==> src/rtl/dmem_store_buffer.sv <==
// Posted-store FIFO between the pipeline memory stage and data_mem.
// Stores retire into the buffer; loads pass through unless they hit a buffered word.
module dmem_store_buffer #(
  parameter int DEPTH          = 4,
  parameter int LOG2DEPTH      = 2,
  parameter int D_ADDRESSWIDTH = 32,
  parameter int DM_DATAWIDTH   = 32
) (
  input  logic                      clk,
  input  logic                      resetn,
  input  logic                      en,
  input  logic [3:0]                op,
  input  logic [D_ADDRESSWIDTH-1:0] d_address,
  input  logic [DM_DATAWIDTH-1:0]   d_writedata,
  output logic                      stalled,
  output logic                      mem_en,
  output logic [3:0]                mem_op,
  output logic [D_ADDRESSWIDTH-1:0] mem_address,
  output logic [DM_DATAWIDTH-1:0]   mem_writedata,
  input  logic                      mem_stalled,
  output logic                      sb_empty,
  output logic [LOG2DEPTH:0]        sb_count
);

  localparam logic [LOG2DEPTH:0] FULL_CNT = (LOG2DEPTH+1)'(DEPTH);

  logic [D_ADDRESSWIDTH-1:0] addr_q [DEPTH];
  logic [D_ADDRESSWIDTH-1:0] addr_d [DEPTH];
  logic [DM_DATAWIDTH-1:0]   data_q [DEPTH];
  logic [DM_DATAWIDTH-1:0]   data_d [DEPTH];
  logic [1:0]                size_q [DEPTH];
  logic [1:0]                size_d [DEPTH];
  logic [LOG2DEPTH-1:0]      head_q, head_d;
  logic [LOG2DEPTH-1:0]      tail_q, tail_d;
  logic [LOG2DEPTH:0]        count_q, count_d;
  logic [LOG2DEPTH-1:0]      idx;
  logic                      full, empty, hazard, push, pop;

  assign full     = (count_q == FULL_CNT);
  assign empty    = (count_q == '0);
  assign sb_empty = empty;
  assign sb_count = count_q;

  // Word-granular match against every occupied slot, walking from the head.
  always_comb begin
    hazard = 1'b0;
    idx    = head_q;
    for (int k = 0; k < DEPTH; k++) begin
      idx = head_q + LOG2DEPTH'(k);
      if (((LOG2DEPTH+1)'(k) < count_q) &&
          (addr_q[idx][D_ADDRESSWIDTH-1:2] == d_address[D_ADDRESSWIDTH-1:2]))
        hazard = 1'b1;
    end
  end

  // Cycle decode: a push never coincides with a pop, so the port is never contended.
  always_comb begin
    push          = 1'b0;
    pop           = 1'b0;
    stalled       = 1'b0;
    mem_en        = 1'b0;
    mem_op        = '0;
    mem_address   = '0;
    mem_writedata = '0;
    if (resetn) begin
      if (en && op[3]) begin
        if (!full) begin
          push = 1'b1;
        end else begin
          stalled = 1'b1;
          pop     = 1'b1;
        end
      end else if (en) begin
        if (hazard) begin
          stalled = 1'b1;
          pop     = 1'b1;
        end else begin
          mem_en      = 1'b1;
          mem_op      = op;
          mem_address = d_address;
          stalled     = mem_stalled;
        end
      end else begin
        pop = !empty;
      end
      if (pop) begin
        mem_en        = 1'b1;
        mem_op        = {2'b10, size_q[head_q]};
        mem_address   = addr_q[head_q];
        mem_writedata = data_q[head_q];
      end
    end
  end

  always_comb begin
    head_d  = head_q;
    tail_d  = tail_q;
    count_d = count_q;
    addr_d  = addr_q;
    data_d  = data_q;
    size_d  = size_q;
    if (push) begin
      addr_d[tail_q] = d_address;
      data_d[tail_q] = d_writedata;
      size_d[tail_q] = op[1:0];
      tail_d         = tail_q + 1'b1;
      count_d        = count_q + 1'b1;
    end
    if (pop) begin
      head_d  = head_q + 1'b1;
      count_d = count_q - 1'b1;
    end
  end

  always_ff @(posedge clk or negedge resetn) begin
    if (!resetn) begin
      head_q  <= '0;
      tail_q  <= '0;
      count_q <= '0;
    end else begin
      head_q  <= head_d;
      tail_q  <= tail_d;
      count_q <= count_d;
    end
  end

  // Entry payload needs no reset: occupancy is tracked by the pointers alone.
  always_ff @(posedge clk) begin
    addr_q <= addr_d;
    data_q <= data_d;
    size_q <= size_d;
  end

endmodule

==> config.mk <==
export PLATFORM = sky130hd
export DESIGN_NAME = dmem_store_buffer
export DESIGN_NICKNAME = d
export VERILOG_FILES = /design/src/rtl/dmem_store_buffer.sv
export SDC_FILE = /design/constraint.sdc
export NUM_CORES = 1
export LEC_CHECK = 0
export CAP_MARGIN = 20
export CORE_MARGIN = 4
export CORE_UTILIZATION = 55
export DETAILED_ROUTE_END_ITERATION = 10
export PLACE_DENSITY = 0.77
export RECOVER_POWER = 100
export SYNTH_ARGS = -nofsm -noshare
export SYNTH_HDL_FRONTEND = slang
export SYNTH_SLANG_ARGS = --single-unit
==> constraint.sdc <==
create_clock -name clk -period 6.9 [get_ports clk]
set_input_delay 1.725 -clock clk [delete_from_list [all_inputs] [get_ports clk]]
set_output_delay 1.725 -clock clk [all_outputs]
set_load 0.02 [all_outputs]
==> flow_metrics.env <==
export IMPL_status="complete, but fails checks"
export IMPL_violations="max-capacitance violations, max-slew violations"
export IMPL_netlist_area_leader_share_pct=53.8
export IMPL_finClkSkew_ns=0.0166
export IMPL_clk_path_buf_depth=3
export IMPL_setup_violations=0
export IMPL_root_buffer="clkbuf_16"
export IMPL_layout_common_cells="edfxtp_1 (264), mux2i_1 (128), xnor2_1 (79)"
export IMPL_antenna_left=0
export IMPL_grt_pass1_wl_um=58100
export IMPL_cellPowerDensity_nw_per_um2=374
export IMPL_dp_hpwl_um=26100
export IMPL_first_pass_iters=6
export IMPL_worstPathMaxFanout=15
export IMPL_ir_worst_vdd_mv=0.248
export IMPL_synth_top_cell_by_area="edfxtp_1"
export IMPL_io_pins=146
export IMPL_gp_congestion=0.938
export IMPL_drv_slew=200
export IMPL_clk_pin_slew_ns=0.06
export IMPL_synth_fp_nets=1077
export IMPL_grt_setup_unrepaired="no"
export IMPL_cts_tree="done"
export IMPL_synthesis_area_um2=14700
export IMPL_crit_type="input pin to output port"
export IMPL_critPathCaptureType="output port"
export IMPL_synth_top_cells_by_area="edfxtp_1 (54%), mux4_2 (12%), mux2i_1 (8.7%)"
export IMPL_critPathLaunchType="input pin"
export IMPL_p_switching_mw=2.36
export IMPL_syn_area_per_cell_um2=14.8
export IMPL_syn2layout_area_growth_pct=21.2
export IMPL_synth_edff_count=264
export IMPL_seqPwrFrac_pct=30.7
export IMPL_yosysSeqAreaShare_pct=55.0
export IMPL_drt_wl_total_um=38900
export IMPL_fin_crit_sh_pct=99.7
export IMPL_antenna_found_initial=4
export IMPL_p_int_mw=4.33
export IMPL_die_w_um=172
export IMPL_hold_buffers=0
export IMPL_final_net_count=1262
export IMPL_rows=59
export IMPL_drtIter0Drc=941
export IMPL_hold_slack_ns=0.634
export IMPL_avgViaCountPerCell=6.42
export IMPL_layout_commonest_cell="edfxtp_1"
export IMPL_leakage_nw=6.31
export IMPL_synth_warning_count=0
export IMPL_fmax_mhz=145
export IMPL_initial_core_util_pct=56.2
export IMPL_overflow=0
export IMPL_route_vias_total=9881
export IMPL_setup_tns_ns=0
export IMPL_port_buffers=145
export IMPL_grt_total_usage_pct=25.9
export IMPL_maxSlewHeadroom_pct=-145
export IMPL_fin_total_pwr_mw=6.68
export IMPL_wl_per_cell_um=25.2
export IMPL_grt_pass1_vias=9845
export IMPL_fp_coreArea_um2=26200
export IMPL_synthCells=997
export IMPL_synth_distinct_cells=62
export IMPL_pwr_share_clk_pct=25.3
export IMPL_synthFlopType="edfxtp_1"
export IMPL_arrival_ns=5.16
export IMPL_h_tree_depth=1
export IMPL_async_flop_share_pct=2.58
export IMPL_clk_insertion_delay_late_ns=0.56
export IMPL_maxCapViolCount=5
export IMPL_antenna_cells=0
export IMPL_combPwrFrac_pct=44.0
export IMPL_cts_num_sinks=271
export IMPL_tightest_slew_ns=3.68
export IMPL_ys_ff_latch=271
export IMPL_die_area_um2=29500
export IMPL_grt_start_max_net_pins=67
export IMPL_swShare_pct=35.3
export IMPL_critPathRequiredTime_ns=5.18
export IMPL_numCtsBuffers=30
export IMPL_finalHoldViolCount=0
export IMPL_drive_above_1_share_pct=19.0
export IMPL_drc_errors=0
export IMPL_dieHeight_um=172
export IMPL_holdCritPathClass="flop to flop"
export IMPL_fin_crit_ns=6.88
[metal layers]
metal	vias to the layer above	global-route usage [%]	part of all wire (%)
li1	4334	-	-
met1	4935	34.9	40
met2	500	41.9	48
met3	104	5.56	8.2
met4	8	9.47	4.1
met5	-	0	0.14
[power by group through the flow]
stage	Sequential (mW)	Clock (mW)	Combinational, mW
CTS	2.06	1.72	2.91
global route	2.07	1.78	3.10
finish	2.05	1.69	2.94
floorplan	2.00	0	2.15
detailed placement	2.09	0	2.89
global placement	2.09	0	2.87
[synthesized netlist by cell type (8+ instances only)]
cell and number:
clkbuf_1 29, inv_1 17, xnor2_1 84, o2bb2ai_1 9, edfxtp_1 264, buf_4 11
nand2_1 18, and2_1 40, buf_2 17, mux2i_1 128, nor4_1 11, ha_1 8
o21ai_0 18, buf_6 14, mux4_2 76, nand4_1 17, xor2_1 15, a21oi_1 23
a22o_1 33, buf_1 9, mux2_2 13, o22ai_1 9, nor2_1 22, nor2b_1 9
[kinds of logic after synthesis]
kind of cell | synth area share (%)
and+or+nand+nor | 6.16
adders and majority gates | 0.679
buffers and inverters | 3.70
muxes | 21.3
xor gates and xnor gates | 5.88
AOI/OAI and AO/OA | 7.29
DFF | 55.0
[cell type report]
class,instances,area (µm²)
Fill cell,1818,8350
Inverter,19,76.3
Clock inverter,21,263
Clock buffer,34,787
Multi-Input combinational cell,626,6180
Tap cell,335,419
Timing Repair Buffer,234,2030
Sequential cell,271,8110
[registers in the layout, summed over array words and instances, names as in the netlist]
| register | flops |
|---|---|
| addr_q | 128 |
| head_q | 2 |
| sb_count | 3 |
| size_q | 8 |
| data_q | 128 |
| tail_q | 2 |
[worst max-delay path, cell delays in order]
cell             delay, ns
clkdlybuf4s50_1       0.47
buf_4                 0.23
a32oi_1               0.28
o2111ai_1             0.23
or4_1                 0.61
nor4_4                0.20
a221o_2               0.24
o21ai_2               0.09
clkinv_4              0.12
buf_6                 0.20
a22o_1                0.16
clkdlybuf4s50_1       0.60
[final timing paths]
kind                       cells past startpoint         start  slack (ns)              end
setup reg to reg                               6   sb_count[0]        1.97       addr_q[15]
max in group asynchronous                      2        resetn        4.69      sb_count[2]
hold reg to reg                                2     tail_q[0]        0.63        tail_q[0]
min in group asynchronous                      1        resetn        1.49        head_q[1]
hold / removal                                 2     tail_q[0]        0.63        tail_q[0]
setup / recovery                              12  d_address[3]        0.02  mem_address[25]
[per-stage QoR]
step | std cells | utilization [%] | area, µm² | worst slack [ns]
final | 1540 | 68.1 | 17900 | 0.0183
after CTS | 1539 | 68.7 | 18000 | 0.0347
after detailed placement | 1481 | 64.6 | 16900 | -0.311
after global routing | 1540 | 68.1 | 17900 | 0.00402
after floorplan | 997 | - | 14700 | 0.840
after global placement | 1481 | 64.6 | 16900 | -0.288
[timing repair]
| item | in CTS | in global routing |
|---|---|---|
| setup endpoints to repair | 68 | 45 |
| gates resized for setup | 36 | 23 |
| setup buffers | 3 | 1 |
| pin swaps | 2 | 2 |
Power figures use the tool's default switching activity.
